$ cat src/rtl/mul_controller.sv
// Sequencing FSM for the repeated-addition multiplier datapath (A reg, P accumulator, B down-counter).
// Optional build macro MUL_CTRL_CYCLE_CNT_EN adds the iter_count output (adds performed by the last finished op).
module mul_controller #(
    parameter int CNT_W    = 17,
    parameter int MAX_ITER = 65536
) (
    input  logic clk,
    input  logic rst_n,
    input  logic start,
    input  logic abort,
    input  logic eqz,
    output logic op_sel,
    output logic ldA,
    output logic ldB,
    output logic ldP,
    output logic clrP,
    output logic decB,
    output logic busy,
    output logic done,
    output logic err
`ifdef MUL_CTRL_CYCLE_CNT_EN
    ,
    output logic [CNT_W-1:0] iter_count
`endif
);

    typedef enum logic [2:0] {
        S_IDLE,
        S_LD_A,
        S_LD_B,
        S_ADD,
        S_DONE,
        S_ERR
    } state_t;

    localparam logic [CNT_W-1:0] CNT_MAX = CNT_W'(MAX_ITER);

    state_t           state, state_nxt;
    logic [CNT_W-1:0] cnt, cnt_nxt;

    // NOTE: sequential state uses non-blocking assignments so every register samples pre-edge values.
    always_ff @(posedge clk or negedge rst_n) begin
        if (!rst_n) begin
            state <= S_IDLE;
            cnt   <= '0;
        end else begin
            state <= state_nxt;
            cnt   <= cnt_nxt;
        end
    end

    // NOTE: every output and next-state value gets a default first, so no path can infer a latch.
    always_comb begin
        state_nxt = state;
        cnt_nxt   = cnt;
        op_sel    = 1'b0;
        ldA       = 1'b0;
        ldB       = 1'b0;
        ldP       = 1'b0;
        clrP      = 1'b0;
        decB      = 1'b0;
        done      = 1'b0;
        err       = 1'b0;
        busy      = (state != S_IDLE);

        // Abort wins over everything and suppresses all strobes, leaving the datapath untouched.
        if (abort && state != S_IDLE) begin
            state_nxt = S_IDLE;
        end else begin
            unique case (state)
                S_IDLE: begin
                    if (start) state_nxt = S_LD_A;
                end
                S_LD_A: begin
                    ldA       = 1'b1;
                    op_sel    = 1'b0;
                    state_nxt = S_LD_B;
                end
                S_LD_B: begin
                    ldB       = 1'b1;
                    clrP      = 1'b1;
                    op_sel    = 1'b1;
                    cnt_nxt   = '0;
                    state_nxt = S_ADD;
                end
                S_ADD: begin
                    if (eqz) begin
                        state_nxt = S_DONE;
                    end else if (cnt == CNT_MAX) begin
                        // Timeout check precedes the add, which also keeps cnt from ever passing CNT_MAX.
                        state_nxt = S_ERR;
                    end else begin
                        ldP     = 1'b1;
                        decB    = 1'b1;
                        cnt_nxt = cnt + CNT_W'(1);
                    end
                end
                S_DONE: begin
                    done      = 1'b1;
                    state_nxt = S_IDLE;
                end
                S_ERR: begin
                    err       = 1'b1;
                    state_nxt = S_IDLE;
                end
                default: state_nxt = S_IDLE;
            endcase
        end
    end

`ifdef MUL_CTRL_CYCLE_CNT_EN
    // Captured on entry to DONE/ERR; an aborted op never reaches either, so it leaves this untouched.
    always_ff @(posedge clk or negedge rst_n) begin
        if (!rst_n) begin
            iter_count <= '0;
        end else if (state_nxt == S_DONE || state_nxt == S_ERR) begin
            iter_count <= cnt;
        end
    end
`endif

endmodule

$ cat config.mk
export PLATFORM = sky130hd
export DESIGN_NAME = mul_controller
export DESIGN_NICKNAME = d
export VERILOG_FILES = /design/src/rtl/mul_controller.sv
export SDC_FILE = /design/constraint.sdc
export NUM_CORES = 1
export LEC_CHECK = 0
export CAP_MARGIN = 30
export CORE_ASPECT_RATIO = 1.1
export CORE_MARGIN = 8
export CORE_UTILIZATION = 60
export DETAILED_ROUTE_END_ITERATION = 10
export PLACE_DENSITY = 0.93
export SLEW_MARGIN = 15
export SYNTH_ARGS = -nofsm -noshare
export SYNTH_HDL_FRONTEND = slang
export SYNTH_SLANG_ARGS = --single-unit
$ cat constraint.sdc
create_clock -name clk -period 6.8 [get_ports clk]
set_clock_uncertainty 0.1 [all_clocks]
set_input_delay 2.04 -clock clk [delete_from_list [all_inputs] [get_ports clk]]
set_output_delay 2.04 -clock clk [all_outputs]
set_load 0.02 [all_outputs]
==> flow_metrics.tcl <==
set metrics [dict create \
    core_area_mm2 0.00216 \
    die_y_um 65.1 \
    min_period_ns 6.05 \
    clkSinkCount 20 \
    grt_pass1_vias 1091 \
    synth_flop_cell "dfrtp_1" \
    yosys_warnings 0 \
    irDropWorstVdd_mv 0.155 \
    worst_slew_pin_slew_ns 0.948 \
    grt_max_degree 21 \
    powerDensity_mw_per_mm2 234 \
    p_leak_nw 0.574 \
    worstSkewPairLatency_ns 0.32 \
    routed_wl_mm 3.17 \
    vias_per_cell 6.67 \
    drive_gt1_frac 0.109 \
    dp_hpwl_mm 2.28 \
    final_net_count 155 \
    drt_iter0_drc 88 \
    final-hold-violation-count 0 \
    grt_pass1_wl_mm 5.06 \
    clk_transition_reported_paths_ns 0.10 \
    area_growth_pct 12.3 \
    synth.net_count 144 \
    gp_congestion 0.892 \
    via_count 1181 \
    antenna_cells 0 \
    cts_buffers 3 \
    rsz0062_at_grt "false" \
    finalCritPeriodShare 0.890 \
    cp_max_fo 6 \
    clockBufferDepth 2 \
    cts_tree "built" \
    ys_ff_latch 20 \
    drcViolationCount 0 \
    ys_seq_area_frac 0.380 \
    ant_nets 0 \
    drv_cap 0 \
    status "completed" \
    cp-end-kind "output pin" \
    cts.hold.buffers_added 0 \
    setup_tns_ns 0 \
    wl_met1_mm 1.32 \
    cts-root-buf "clkbuf_4" \
    synth_cell_types 43 \
    cp.required_ns 4.66 \
    wl_met3_um 220 \
    cts_setup_buffers 0 \
    crit_arrival_ns 3.91 \
    ios 14 \
    start_util 0.609 \
    relSlewSlack 0.366 \
    postSynthCellCount 137 \
    die_x_um 60.7 \
    synth_edf_count 0 \
    startpoint_type "primary input" \
    critPathKind "in -> out" \
    die-area_mm2 0.00395 \
    cts.repair.resized 0 \
    wl_met2_mm 1.56 \
    grt_use_total 0.164 \
    htree_num_levels 1 \
    top_layer_used "met4" \
    hold_class "reg -> reg" \
    max_freq_ghz 0.165 \
    fin_util 0.685 \
    synth_area_mm2 0.00132 \
    finalMaxSlewViolations 0 \
    setup_viol 0 \
    firstDrtPassIters 4 \
    syn_area_per_cell_um2 9.62 \
    globalRouteOverflowTotal 0 \
    port-buffer-count 13 \
    num_rows 18 \
    grt_antenna_before_repair 0 \
    synth-async-reset-ratio 1.00 \
    wl_per_cell_um 17.9 \
]
==> per-stage QoR <==
stage          setup slack, ns  hold slack, ns  total power [mW]  cells  instance area, um2
2_1_floorplan             1.47           0.389             0.228    137                1320
3_3_place_gp             0.835           0.426             0.241    172                1410
3_5_place_dp             0.745           0.439             0.248    172                1410
4_1_cts                  0.743           0.458             0.345    176                1470
5_1_grt                  0.661           0.508             0.364    177                1480
6_report                 0.747           0.471             0.346    177                1480
==> area by class of cell <==
cell class                      count  area [um2]
Clock buffer                        3        22.5
Tap cell                           30        37.5
Multi-Input combinational cell    100         707
Timing Repair Buffer               15         153
Clock inverter                      1        30.0
Sequential cell                    20         500
Inverter                            8        30.0
Fill cell                         165         682
==> per-layer routing <==
layer  track usage  vias to the layer above
li1              -                      550
met1         0.194                      572
met2         0.275                       50
met3        0.0273                        9
met4        0.0845                        0
met5             0                        -
==> sequential cells by signal, summed over array words and instances, names as in the netlist <==
name,count
state,3
cnt,17
==> Yosys cell counts, types with 2 or more instances <==
cell type / number / area, um2
nor2_1: 5 / 18.8
nor3b_1: 4 / 30.0
o41ai_1: 2 / 17.5
dfrtp_1: 20 / 500
or3_1: 4 / 25.0
o22a_1: 6 / 52.6
buf_4: 4 / 30.0
nor4_1: 10 / 62.6
nand4_1: 4 / 25.0
and3_1: 3 / 18.8
ha_1: 2 / 25.0
o31ai_1: 2 / 15.0
a22o_1: 2 / 17.5
a221o_1: 4 / 40.0
nand2_1: 7 / 26.3
nor2b_1: 3 / 18.8
nor3_1: 5 / 25.0
or4b_4: 2 / 27.5
inv_1: 8 / 30.0
or4_1: 2 / 15.0
nand3_1: 6 / 30.0
buf_6: 4 / 45.0
o21ai_0: 8 / 40.0
==> layout by cell type (no fill, tap or decap), drive strengths merged, types with 4 or more instances in the layout <==
cell type / n
nand3: 6
dfrtp: 20
nor3b: 4
nand4: 4
inv: 8
nor4: 10
clkdlybuf4s50: 13
o21ai: 9
o22a: 6
nor2: 6
nand2: 7
or3: 5
a221o: 4
nor2b: 4
nor3: 5
==> worst max-delay path, stage by stage <==
cell	delay, ns
clkdlybuf4s50_1	0.47
or3b_2	0.55
nor2_1	0.20
clkdlybuf4s50_1	0.65
==> where the power goes <==
part           switching, mW  leakage, nW  internal (mW)
clock network         0.0400       0.0279         0.0597
logic                 0.0504        0.272         0.0421
registers             0.0232        0.274          0.131
total                  0.114        0.574          0.232
==> kinds of logic (layout without fill, tap and decap cells) <==
family                   after synthesis  in the layout  synth area share
XOR/XNOR                               1              1           0.00665
flip-flops                            20             20             0.380
AO/OA/AOI/OAI                         33             33             0.208
adder cells (fa/ha/maj)                2              2            0.0190
AND/OR/NAND/NOR                       62             62             0.287
buffers and inverters                 17             27            0.0836
multiplexers                           2              2            0.0161
==> worst paths after layout <==
check,end,slack [ns],startpoint,cells past startpoint
setup / recovery,clrP,0.75,abort,4
hold / removal,state[0],0.47,state[2],1
setup reg to reg,cnt[11],3.95,cnt[0],6
hold reg to reg,state[0],0.47,state[2],1
max in group asynchronous,state[0],4.20,rst_n,2
min in group asynchronous,cnt[13],1.93,rst_n,1
No activity file was read; power rests on OpenSTA's default activity.
